File: src/rtl/seqdet_frame_ctrl.sv
`timescale 1ns/1ps
`default_nettype none
// ============================================================================
// Module      : seqdet_frame_ctrl
// Description : Frame-level controller for the serial sequence detector.
//               Takes parallel words over a valid/ready handshake, serialises
//               them MSB-first into a history register, compares the history
//               against a runtime-programmable pattern, pulses z on every
//               match and counts matches per frame. Signals end of frame.
// Optional    : SEQDET_OVERLAP_EN - when defined, history is kept after a
//               match (overlapping detection); otherwise it clears on a match.
// Ports       : clk          rising-edge clock
//               reset        synchronous, active-low
//               cfg_we       pattern/length write strobe
//               cfg_pattern  new pattern, LSB = most recent bit
//               cfg_len      new pattern length, 1..DATA_W
//               in_valid     word valid
//               in_data      word, shifted out MSB first
//               in_last      word is the last of its frame
//               in_ready     controller can take a word
//               z            registered match pulse
//               match_cnt    saturating match count for current/last frame
//               busy         frame in progress
//               done         one-cycle end-of-frame pulse
//               err          one-cycle rejected-config pulse
// Revision    : 1.0 - initial release
// ============================================================================
module seqdet_frame_ctrl #(
    parameter int                DATA_W      = 8,
    parameter int                CNT_W       = 16,
    parameter logic [DATA_W-1:0] DEF_PATTERN = DATA_W'(8'h0A),
    parameter int                DEF_LEN     = 4,
    localparam int               LEN_W       = $clog2(DATA_W) + 1
) (
    input  logic              clk,
    input  logic              reset,
    input  logic              cfg_we,
    input  logic [DATA_W-1:0] cfg_pattern,
    input  logic [LEN_W-1:0]  cfg_len,
    input  logic              in_valid,
    input  logic [DATA_W-1:0] in_data,
    input  logic              in_last,
    output logic              in_ready,
    output logic              z,
    output logic [CNT_W-1:0]  match_cnt,
    output logic              busy,
    output logic              done,
    output logic              err
);

    localparam int BIT_W = (DATA_W > 1) ? $clog2(DATA_W) : 1;

    typedef enum logic [1:0] {
        ST_IDLE  = 2'd0,
        ST_SHIFT = 2'd1,
        ST_DONE  = 2'd2
    } state_t;

    state_t             r_state_q,   w_state_d;
    logic [DATA_W-1:0]  r_sreg_q,    w_sreg_d;
    logic [BIT_W-1:0]   r_bitcnt_q,  w_bitcnt_d;
    logic               r_last_q,    w_last_d;
    logic               r_open_q,    w_open_d;
    logic [DATA_W-1:0]  r_hist_q,    w_hist_d;
    logic [LEN_W-1:0]   r_fill_q,    w_fill_d;
    logic [DATA_W-1:0]  r_pattern_q, w_pattern_d;
    logic [LEN_W-1:0]   r_len_q,     w_len_d;
    logic [CNT_W-1:0]   r_cnt_q,     w_cnt_d;
    logic               r_z_q,       w_z_d;
    logic               r_done_q,    w_done_d;
    logic               r_err_q,     w_err_d;

    logic               w_busy;
    logic               w_ready;
    logic               w_accept;
    logic [DATA_W-1:0]  w_mask;
    logic [DATA_W-1:0]  w_hist_nx;
    logic [LEN_W-1:0]   w_fill_nx;
    logic               w_match;

    assign w_busy   = (r_state_q != ST_IDLE) | r_open_q;
    assign w_ready  = (r_state_q == ST_IDLE) |
                      ((r_state_q == ST_SHIFT) & (r_bitcnt_q == '0));
    assign w_accept = in_valid & w_ready;

    // Selects the low len bits of history and pattern for comparison.
    always_comb begin
        w_mask = '0;
        for (int i = 0; i < DATA_W; i++) begin
            w_mask[i] = (i < int'(r_len_q));
        end
    end

    // Candidate history after shifting the current MSB in; only used in SHIFT.
    assign w_hist_nx = {r_hist_q[DATA_W-2:0], r_sreg_q[DATA_W-1]};
    assign w_fill_nx = (r_fill_q < LEN_W'(DATA_W)) ? r_fill_q + 1'b1 : r_fill_q;
    assign w_match   = ((w_hist_nx & w_mask) == (r_pattern_q & w_mask)) &&
                       (w_fill_nx >= r_len_q);

    always_comb begin
        w_state_d   = r_state_q;
        w_sreg_d    = r_sreg_q;
        w_bitcnt_d  = r_bitcnt_q;
        w_last_d    = r_last_q;
        w_open_d    = r_open_q;
        w_hist_d    = r_hist_q;
        w_fill_d    = r_fill_q;
        w_pattern_d = r_pattern_q;
        w_len_d     = r_len_q;
        w_cnt_d     = r_cnt_q;
        w_z_d       = 1'b0;
        w_done_d    = 1'b0;
        w_err_d     = 1'b0;

        // Config is only legal between frames; an accepted write lands on the
        // same edge as a simultaneous word load, so that word sees it.
        if (cfg_we) begin
            if (!w_busy && (cfg_len != '0) && (cfg_len <= LEN_W'(DATA_W))) begin
                w_pattern_d = cfg_pattern;
                w_len_d     = cfg_len;
            end else begin
                w_err_d = 1'b1;
            end
        end

        case (r_state_q)
            ST_IDLE: begin
                if (w_accept) begin
                    w_sreg_d   = in_data;
                    w_bitcnt_d = BIT_W'(DATA_W - 1);
                    w_last_d   = in_last;
                    w_open_d   = 1'b1;
                    w_state_d  = ST_SHIFT;
                    if (!r_open_q) begin
                        w_cnt_d = '0;
                    end
                end
            end

            ST_SHIFT: begin
                w_sreg_d   = r_sreg_q << 1;
                w_bitcnt_d = r_bitcnt_q - 1'b1;
                w_hist_d   = w_hist_nx;
                w_fill_d   = w_fill_nx;
                if (w_match) begin
                    w_z_d = 1'b1;
                    if (r_cnt_q != '1) begin
                        w_cnt_d = r_cnt_q + 1'b1;
                    end
`ifdef SEQDET_OVERLAP_EN
`else
                    w_hist_d = '0;
                    w_fill_d = '0;
`endif
                end
                if (r_bitcnt_q == '0) begin
                    if (w_accept) begin
                        // Reload on the last bit's edge: no bubble between words.
                        w_sreg_d   = in_data;
                        w_bitcnt_d = BIT_W'(DATA_W - 1);
                        w_last_d   = in_last;
                    end else if (r_last_q) begin
                        w_state_d = ST_DONE;
                        w_done_d  = 1'b1;
                    end else begin
                        w_state_d = ST_IDLE;
                    end
                end
            end

            ST_DONE: begin
                w_hist_d  = '0;
                w_fill_d  = '0;
                w_open_d  = 1'b0;
                w_state_d = ST_IDLE;
            end

            default: begin
                w_state_d = ST_IDLE;
            end
        endcase
    end

    always_ff @(posedge clk) begin
        if (!reset) begin
            r_state_q   <= ST_IDLE;
            r_sreg_q    <= '0;
            r_bitcnt_q  <= '0;
            r_last_q    <= 1'b0;
            r_open_q    <= 1'b0;
            r_hist_q    <= '0;
            r_fill_q    <= '0;
            r_pattern_q <= DEF_PATTERN;
            r_len_q     <= LEN_W'(DEF_LEN);
            r_cnt_q     <= '0;
            r_z_q       <= 1'b0;
            r_done_q    <= 1'b0;
            r_err_q     <= 1'b0;
        end else begin
            r_state_q   <= w_state_d;
            r_sreg_q    <= w_sreg_d;
            r_bitcnt_q  <= w_bitcnt_d;
            r_last_q    <= w_last_d;
            r_open_q    <= w_open_d;
            r_hist_q    <= w_hist_d;
            r_fill_q    <= w_fill_d;
            r_pattern_q <= w_pattern_d;
            r_len_q     <= w_len_d;
            r_cnt_q     <= w_cnt_d;
            r_z_q       <= w_z_d;
            r_done_q    <= w_done_d;
            r_err_q     <= w_err_d;
        end
    end

    assign in_ready  = w_ready;
    assign z         = r_z_q;
    assign match_cnt = r_cnt_q;
    assign busy      = w_busy;
    assign done      = r_done_q;
    assign err       = r_err_q;

endmodule
`default_nettype wire

File: config.mk
export PLATFORM = sky130hd
export DESIGN_NAME = seqdet_frame_ctrl
export DESIGN_NICKNAME = d
export VERILOG_FILES = /design/src/rtl/seqdet_frame_ctrl.sv
export SDC_FILE = /design/constraint.sdc
export NUM_CORES = 1
export LEC_CHECK = 0
export CAP_MARGIN = 20
export CORE_MARGIN = 3
export CORE_UTILIZATION = 29
export DETAILED_ROUTE_END_ITERATION = 6
export HOLD_SLACK_MARGIN = 0.02
export SLEW_MARGIN = 20
export SYNTH_ARGS = -nofsm -noshare
export SYNTH_HDL_FRONTEND = slang
export SYNTH_SLANG_ARGS = --single-unit
File: constraint.sdc
create_clock -name clk -period 2.4 [get_ports clk]
set_clock_uncertainty 0.05 [all_clocks]
set_input_delay 0.36 -clock clk [delete_from_list [all_inputs] [get_ports clk]]
set_output_delay 0.36 -clock clk [all_outputs]
set_load 0.01 [all_outputs]
==> results.json, run 1 <==
{
  "status": "finished with violations",
  "violations": "negative setup slack",
  "grt_pass1_vias": 2400,
  "min_period_ns": 2.51,
  "dr.pass1.iters": 4,
  "synth_most_common_cell": "dfxtp_1",
  "pwr-share-clk": 0.398,
  "num-fill-cells": 951,
  "hold_path.class": "reg2reg",
  "cts.clk_slew.worst_paths_ns": 0.07,
  "path_class": "reg2reg",
  "cts_max_path_buffers": 2,
  "irDropWorstVdd_uv": 366,
  "synth-edff-count": 0,
  "synth_top_cell_area_share": 0.404,
  "cts_root_buf": "clkbuf_8",
  "power_mw": 2.25,
  "synth.area.top_cells": "dfxtp_1 (40%), mux2i_1 (7.1%), ha_1 (4.9%)",
  "synth_nets": 344,
  "dieArea_mm2": 0.0110,
  "crit_slowest_cell": "or4_1",
  "port_buffers": 45,
  "crit_path_end_kind": "flip-flop",
  "areaGrowthSynthToFinish_pct": 35.8,
  "antenna_found_initial": 0,
  "power.leakage_nw": 1.50,
  "ff_latch_area_mm2": 0.00115,
  "setup_slack_ns": -0.111,
  "layout.nets": 407,
  "ys.flop_type": "dfxtp_1",
  "dr_total_vias": 2502,
  "tightest_slew_ns": 0.759,
  "drv_cap": 0,
  "vias_per_cell": 4.96,
  "syn_avg_cell_area_um2": 9.16,
  "pwr-share-seq": 0.455,
  "power.density_mw_per_mm2": 587,
  "ctsHoldBuffers": 0,
  "cp_max_fo": 8,
  "die_w_um": 105,
  "setup_viol": 9,
  "dpl.hpwl_um": 4660,
  "path_cells": "ha_4, mux2_4, ha_4, a211oi_2, o21bai_1, nand4_1, buf_6, buf_6, or4_1, a21oi_2",
  "die_h_um": 105,
  "critPathBufInv": 2,
  "intPower_mw": 1.69,
  "cts_buffers": 9,
  "finalCritPeriodShare": 1.05,
  "p_sw_uw": 559,
  "seq_area_frac_synth": 0.404,
  "cts_num_sinks": 57,
  "final_hold_viol_count": 0,
  "gp_congestion": 0.814,
  "antenna_cells": 0,
  "report.final.slew_viol_count": 0,
  "synth_cell_types": 47,
  "max_freq_mhz": 398,
  "multiInputGateArea_mm2": 0.00163,
  "cts_tree": "done",
  "syn_area_mm2": 0.00282,
  "synth.cells.most_frequent": "dfxtp_1 (57), nand2_1 (24), mux2i_1 (20), a21oi_1 (19), inv_1 (16)",
  "ant_nets": 0,
  "ys_warn_count": 0,
  "syn_inst": 308,
  "yosys.area.top_type": "dfxtp_1",
  "drtIter0Drc": 119,
  "combinationalPowerShare": 0.147,
  "start_util": 0.301,
  "relSlewSlack": 0.493,
  "cpPeakStageDelay_ns": 0.41,
  "grt_overflow": 0,
  "grtUsageTotal": 0.123,
  "start_kind": "flip-flop",
  "cp.arrival_ns": 2.73,
  "drc": 0,
  "drt-total-wl_um": 6610,
  "synth-async-reset-ratio": 0,
  "core.rowCount": 35,
  "cp.required_ns": 2.62,
  "insertion_delay_ns": 0.34,
  "drive_above_1_share": 0.163,
  "pin_count": 46,
  "coreArea_mm2": 0.00937,
  "avgRoutedWirePerCell_um": 13.1,
  "rsz0062_at_grt": "yes",
  "crit_family": "simple AND/OR/NAND/NOR gates",
  "grt_pass1_wl_um": 11100,
  "htree_num_levels": 3,
  "grt_max_degree": 20,
  "switching_share": 0.248,
  "ys_ff_latch": 57,
  "dp_slack_ns": -0.126
}
==> layer usage <==
layer  vias up  global-route usage  part of all wire
met3         6              0.0439             0.055
met4         0              0.0366            0.0077
met5         -                   0                 0
met1      1204               0.158              0.48
met2        49               0.194              0.46
li1       1243                   -                 -
==> worst register-to-register path, stage by stage, from the launching register on <==
cell and delay (ns):
dfxtp_2 0.37, ha_4 0.20, mux2_4 0.28, ha_4 0.27
a211oi_2 0.05, o21bai_1 0.20, nand4_1 0.18, buf_6 0.18
buf_6 0.13, or4_1 0.42, a21oi_2 0.12
==> kinds of logic (layout without fill, tap and decap cells) <==
group / count (synthesis) / in the layout / synth area share
and+or+nand+nor: 97 / 97 / 0.191
AOI/OAI and AO/OA: 78 / 78 / 0.197
DFF: 57 / 57 / 0.404
buffers and inverters: 32 / 99 / 0.0461
muxes: 21 / 21 / 0.0749
xor gates and xnor gates: 12 / 12 / 0.0372
adders and majority gates: 11 / 11 / 0.0488
==> flip-flops by register name, indices dropped and copies added, names as in the netlist <==
register,count
err,1
r_last_q,1
r_pattern_q,8
r_bitcnt_q,3
done,1
r_sreg_q,8
match_cnt,16
r_fill_q,4
r_len_q,4
r_open_q,1
r_state_q,2
r_hist_q,7
z,1
==> repair_timing <==
action,CTS,global route
pin swaps,12,4
buffers inserted,4,0
cloned,0,0
gates resized for setup,14,8
endpoints found under the setup margin,10,23
==> final cells by class <==
cell class / count / share of cell area
timing repair buffer: 68 / 0.166
clock buffer: 12 / 0.0405
clock inverter: 3 / 0.0104
sequential: 57 / 0.299
tap: 129 / 0.0421
inverter: 16 / 0.0157
multi-input combinational: 219 / 0.426
==> placed cells by master (no fill, tap or decap), drive strengths merged, types with 4 or more instances in the layout <==
master          n
buf            23
xnor2           8
and2            4
mux2i          20
inv            16
nand2b          6
clkbuf         12
nand3          14
nand2          24
ha             11
dfxtp          57
nor2            7
o31ai          11
xor2            4
a22o            9
o21ai          11
or4            10
a21oi          19
nand4           4
o211a           6
nor2b          14
clkdlybuf4s50  44
==> worst paths after layout <==
kind,cells after the start,to,slack (ns),startpoint
worst max register to register,10,match_cnt[6]$_SDFFE_PN0P_,-0.11,r_fill_q[0]$_SDFFE_PN0P_
worst max-delay path,10,match_cnt[6]$_SDFFE_PN0P_,-0.11,r_fill_q[0]$_SDFFE_PN0P_
worst min-delay path,1,r_bitcnt_q[0]$_SDFFE_PN0P_,0.41,r_bitcnt_q[0]$_SDFFE_PN0P_
worst min register to register,1,r_bitcnt_q[0]$_SDFFE_PN0P_,0.41,r_bitcnt_q[0]$_SDFFE_PN0P_
==> power by group through the flow <==
| stage | clock network, mW | logic [mW] | registers (mW) |
|---|---|---|---|
| floorplan | 0 | 0.208 | 1.04 |
| global placement | 0 | 0.320 | 1.04 |
| detailed placement | 0 | 0.324 | 1.04 |
| CTS | 0.921 | 0.336 | 1.02 |
| global route | 0.956 | 0.374 | 1.03 |
| finish | 0.895 | 0.332 | 1.02 |
==> per-stage QoR <==
stage	hold WS (ns)	setup TNS (ns)	utilization	instance area (um2)	instances
floorplan	0.381	0	-	2820	308
global placement	0.397	-0.286	0.374	3510	485
detailed placement	0.404	-0.681	0.374	3510	485
CTS	0.412	-0.309	0.406	3800	504
global route	0.438	-2.61	0.409	3830	504
finish	0.414	-0.569	0.409	3830	504
No activity file was read; power rests on OpenSTA's default activity.
==> run 2, diff against run 1 <==
--- a/config.mk
+++ b/config.mk
@@ -6,10 +6,13 @@
 export NUM_CORES = 1
 export LEC_CHECK = 0
 export CAP_MARGIN = 20
+export CELL_PAD_IN_SITES_DETAIL_PLACEMENT = 0
+export CELL_PAD_IN_SITES_GLOBAL_PLACEMENT = 1
 export CORE_MARGIN = 3
 export CORE_UTILIZATION = 29
 export DETAILED_ROUTE_END_ITERATION = 6
 export HOLD_SLACK_MARGIN = 0.02
+export PLACE_DENSITY_LB_ADDON = 0.1
 export SLEW_MARGIN = 20
 export SYNTH_ARGS = -nofsm -noshare
 export SYNTH_HDL_FRONTEND = slang
==> run 2 against run 1 <==
  * The run still ends with negative setup slack left
  * Register-to-register slack got worse by 0.03 ns
  * Setup slack got worse by 0.030 ns
  * Via count is 4.6% lower
  * Utilization rose by 0.23 points
  * Fmax decreased by 1.2%
  * Largest power group is now clock
  * Highest routed layer unchanged
==> results.json, run 2 (synthesis gave the netlist of run 1 again) <==
{
  "dp_slack_ns": -0.114,
  "start_util": 0.301,
  "dpl.hpwl_um": 4770,
  "gp_congestion": 0.721,
  "final_area_mm2": 0.00385,
  "antenna_cells": 0,
  "ant_nets": 0,
  "largest_register_ff_count": 16,
  "max_freq_mhz": 394,
  "placed_cell_area_mm2": 0.00353,
  "min_period_ns": 2.54,
  "grt_max_degree": 25,
  "dieArea_mm2": 0.0110,
  "critPathBufInv": 2,
  "relSlewSlack": 0.508,
  "layout_commonest_cell": "dfxtp_1",
  "crit_slowest_cell": "or4_1",
  "report.final.slew_viol_count": 0,
  "core.rowCount": 35,
  "instances_no_fill": 509,
  "cp_max_fo": 7,
  "cts_num_sinks": 57,
  "insertion_delay_ns": 0.34,
  "power_mw": 2.40,
  "violations": "negative setup slack",
  "irDropWorstVdd_uv": 236,
  "vias_per_cell": 4.69,
  "dr_total_vias": 2387,
  "num-fill-cells": 983,
  "grt_pass1_vias": 2178,
  "crit_family": "simple AND/OR/NAND/NOR gates",
  "grt_pass1_wl_um": 10800,
  "tightest_slew_ns": 0.737,
  "start_kind": "flip-flop",
  "pin_count": 46,
  "fin_hold_ws_ns": 0.421,
  "path_class": "reg2reg",
  "path_cells": "ha_4, mux2_4, ha_4, a211oi_2, o21bai_1, nand4_1, buf_6, buf_6, or4_1, a21oi_1",
  "drt-total-wl_um": 6820,
  "rsz0062_at_grt": "yes",
  "avgRoutedWirePerCell_um": 13.4,
  "cts_root_buf": "clkbuf_8",
  "areaGrowthSynthToFinish_pct": 36.6,
  "drive_above_1_share": 0.150,
  "layout.nets": 411,
  "power.leakage_nw": 1.52,
  "cts_tree": "done",
  "grt_overflow": 0,
  "cts_max_path_buffers": 2,
  "finalCritPeriodShare": 1.06,
  "cts.clk_slew.worst_paths_ns": 0.07,
  "htree_num_levels": 3,
  "drv_cap": 0,
  "port_buffers": 45,
  "grtUsageTotal": 0.120,
  "antenna_found_initial": 0,
  "setup_viol": 13,
  "dr.pass1.iters": 4,
  "drtIter0Drc": 49,
  "status": "finished with violations",
  "crit_path_end_kind": "flip-flop",
  "layout.cells.most_common_list": "dfxtp_1 (55), clkdlybuf4s50_1 (44), nand2_1 (24), buf_4 (22), mux2i_1 (20)",
  "cp.arrival_ns": 2.75,
  "hold_path.class": "reg2reg",
  "die_h_um": 105,
  "cts_buffers": 9,
  "drc": 0,
  "final_hold_viol_count": 0,
  "place_inst": 488,
  "setup_slack_ns": -0.141,
  "cpPeakStageDelay_ns": 0.39,
  "cp.required_ns": 2.61,
  "coreArea_mm2": 0.00937,
  "power.density_mw_per_mm2": 622,
  "die_w_um": 105
}
-- run 2: path summary, 6_finish.rpt --
| kind | from | to | slack [ns] | depth (start not counted) |
|---|---|---|---|---|
| setup reg to reg | r_fill_q[0]$_SDFFE_PN0P_ | match_cnt[6]$_SDFFE_PN0P_ | -0.14 | 10 |
| hold reg to reg | r_bitcnt_q[0]$_SDFFE_PN0P_ | r_bitcnt_q[0]$_SDFFE_PN0P_ | 0.42 | 1 |
| hold / removal | r_bitcnt_q[0]$_SDFFE_PN0P_ | r_bitcnt_q[0]$_SDFFE_PN0P_ | 0.42 | 1 |
| setup / recovery | r_fill_q[0]$_SDFFE_PN0P_ | match_cnt[6]$_SDFFE_PN0P_ | -0.14 | 10 |
-- run 2: stage by stage --
stage	util	setup TNS, ns
5_1_grt	0.411	-2.87
4_1_cts	0.401	-0.875
6_report	0.411	-1.05
3_5_place_dp	0.377	-0.861
2_1_floorplan	-	0
3_3_place_gp	0.377	-0.391
-- run 2: area by class of cell --
| class | count | area (um2) | area share |
|---|---|---|---|
| Sequential cell | 57 | 1140 | 0.297 |
| Timing Repair Buffer | 72 | 668 | 0.173 |
| Clock inverter | 5 | 77.6 | 0.0201 |
| Clock buffer | 11 | 151 | 0.0393 |
| Multi-Input combinational cell | 219 | 1590 | 0.413 |
| Tap cell | 129 | 161 | 0.0419 |
| Inverter | 16 | 60.1 | 0.0156 |
-- run 2: repair_timing --
item / in CTS / in global routing
resized for setup: 0 / 16
pin swaps: 1 / 18
buffers inserted: 0 / 4
cloned: 0 / 1
setup endpoints to repair: 10 / 24
hold buffers: 0 / 0
endpoints found under the hold margin: 0 / 0
-- run 2: routing by layer --
metal | track usage | vias to the layer above | wire length [um]
met5 | 0 | - | 0
met4 | 0.0309 | 0 | 35
met3 | 0.0420 | 3 | 277
met2 | 0.188 | 41 | 3130
met1 | 0.158 | 1088 | 3380
li1 | - | 1255 | -
-- run 2: power breakdown --
| part | internal (mW) | leakage [nW] | total [mW] | switching, mW |
|---|---|---|---|---|
| Sequential | 0.990 | 0.465 | 1.02 | 0.0338 |
| Clock | 0.637 | 0.115 | 1.04 | 0.400 |
| Combinational | 0.176 | 0.943 | 0.338 | 0.162 |
| Total | 1.80 | 1.52 | 2.40 | 0.596 |
==> run 3, diff against run 2 <==
--- a/config.mk
+++ b/config.mk
@@ -13,6 +13,7 @@
 export DETAILED_ROUTE_END_ITERATION = 6
 export HOLD_SLACK_MARGIN = 0.02
 export PLACE_DENSITY_LB_ADDON = 0.1
+export SKIP_LAST_GASP = 1
 export SLEW_MARGIN = 20
 export SYNTH_ARGS = -nofsm -noshare
 export SYNTH_HDL_FRONTEND = slang
==> run 3 against run 2 <==
  * The flow still finishes with violations (negative setup slack)
  * Utilization unchanged
  * Worst hold slack about the same
  * Power about the same
  * Register-to-register slack about the same
  * Sequential power about the same
  * Global-route usage unchanged
  * Setup slack about the same
  * Non-clock buffer count unchanged
  * Final cell count unchanged
  * Clock-buffer cell count unchanged
  * Critical endpoint unchanged
  * Largest cell class unchanged
==> results.json, run 3 (synthesis gave the netlist of run 1 again) <==
{
  "gp_congestion": 0.721,
  "report.final.slew_viol_count": 0,
  "cp.required_ns": 2.61,
  "combinationalPowerShare": 0.141,
  "finalCritPeriodShare": 1.06,
  "p_sw_uw": 596,
  "areaGrowthSynthToFinish_pct": 36.6,
  "htree_num_levels": 3,
  "layout.nets": 411,
  "die_h_um": 105,
  "cts_buffers": 9,
  "violations": "negative setup slack",
  "cp.arrival_ns": 2.75,
  "grt_max_degree": 25,
  "hold_path.class": "reg2reg",
  "antenna_found_initial": 0,
  "path_class": "reg2reg",
  "power.leakage_nw": 1.52,
  "crit_path_end_kind": "flip-flop",
  "cts_num_sinks": 57,
  "ant_nets": 0,
  "layout.cells.most_common_list": "dfxtp_1 (55), clkdlybuf4s50_1 (44), nand2_1 (24), buf_4 (22), mux2i_1 (20)",
  "drc": 0,
  "cts_tree": "done",
  "dieArea_mm2": 0.0110,
  "final_core_util": 0.411,
  "cp_max_fo": 7,
  "cts_max_path_buffers": 2,
  "avgRoutedWirePerCell_um": 13.4,
  "intPower_mw": 1.80,
  "switching_share": 0.248,
  "drtIter0Drc": 49,
  "setup_viol": 13,
  "power.density_mw_per_mm2": 622,
  "drv_cap": 0,
  "pin_count": 46,
  "start_kind": "flip-flop",
  "max_freq_mhz": 394,
  "cts.clk_slew.worst_paths_ns": 0.07,
  "final_area_mm2": 0.00385,
  "dr_total_vias": 2382,
  "ctsHoldBuffers": 0,
  "grtUsageTotal": 0.120,
  "insertion_delay_ns": 0.34,
  "drive_above_1_share": 0.150,
  "relSlewSlack": 0.508,
  "rsz0062_at_grt": "yes",
  "grt_pass1_wl_um": 10800,
  "pwr-share-clk": 0.432,
  "antenna_cells": 0,
  "setup_slack_ns": -0.141,
  "grt_overflow": 0,
  "dr.pass1.iters": 4,
  "drt-total-wl_um": 6820,
  "grt_pass1_vias": 2178,
  "tightest_slew_ns": 0.737,
  "placed_cell_area_mm2": 0.00353,
  "status": "finished with violations",
  "min_period_ns": 2.54,
  "pwr-share-seq": 0.427,
  "core.rowCount": 35,
  "irDropWorstVdd_uv": 236,
  "port_buffers": 45,
  "start_util": 0.301,
  "layout_commonest_cell": "dfxtp_1",
  "vias_per_cell": 4.68,
  "final_hold_viol_count": 0,
  "cts_root_buf": "clkbuf_8",
  "dpl.hpwl_um": 4770,
  "die_w_um": 105,
  "coreArea_mm2": 0.00937,
  "largest_register_ff_count": 16
}
[run 3: timing repair]
item                                   CTS  global route
pin swaps                                1            17
setup buffers                            0             4
gates cloned                             0             1
setup endpoints to repair               10            24
endpoints found under the hold margin    0             0
resized for setup                        0            16
[run 3: area by class of cell]
type | instances | area [um2]
fillers | 983 | 5520
clock buffers | 11 | 151
clock inverters | 5 | 77.6
inverters | 16 | 60.1
well taps | 129 | 161
flip-flops and latches | 57 | 1140
repair buffers | 72 | 668
multi-input cells | 219 | 1590
[run 3: power groups by stage]
stage | Clock, mW | Sequential, mW | Combinational (mW)
6_report | 1.04 | 1.02 | 0.338
5_1_grt | 1.11 | 1.03 | 0.376
4_1_cts | 1.08 | 1.02 | 0.334
3_5_place_dp | 0 | 1.04 | 0.331
3_3_place_gp | 0 | 1.04 | 0.331
2_1_floorplan | 0 | 1.04 | 0.208
[run 3: worst paths after layout]
check / slack, ns / cells after the start / endpoint / start
worst max-delay path: -0.14 / 10 / match_cnt[6]$_SDFFE_PN0P_ / r_fill_q[0]$_SDFFE_PN0P_
worst min-delay path: 0.42 / 1 / r_bitcnt_q[0]$_SDFFE_PN0P_ / r_bitcnt_q[0]$_SDFFE_PN0P_
worst max register to register: -0.14 / 10 / match_cnt[6]$_SDFFE_PN0P_ / r_fill_q[0]$_SDFFE_PN0P_
worst min register to register: 0.42 / 1 / r_bitcnt_q[0]$_SDFFE_PN0P_ / r_bitcnt_q[0]$_SDFFE_PN0P_
[run 3: metal layers]
metal  GRT usage  up-vias  wire (um)  share of wire
li1            -     1256          -              -
met1       0.158     1086       3390           0.50
met2       0.188       37       3130           0.46
met3      0.0420        3        262          0.038
met4      0.0309        0         35         0.0051
met5           0        -          0              0
[run 3: per-stage QoR]
step           hold WS (ns)  setup slack [ns]  setup TNS [ns]  cells  power [mW]
5_1_grt               0.432            -0.266           -2.88    509        2.51
4_1_cts               0.418            -0.123          -0.875    504        2.43
3_3_place_gp          0.401           -0.0702          -0.391    488        1.37
2_1_floorplan         0.381            0.0148               0    308        1.24
6_report              0.421            -0.141           -1.07    509        2.40
3_5_place_dp          0.404            -0.114          -0.861    488        1.37
[run 3: worst max-delay path: stages, from the launching register on]
cell	delay [ns]
dfxtp_2	0.34
ha_4	0.23
mux2_4	0.29
ha_4	0.27
a211oi_2	0.05
o21bai_1	0.20
nand4_1	0.21
buf_6	0.21
buf_6	0.13
or4_1	0.39
a21oi_1	0.12
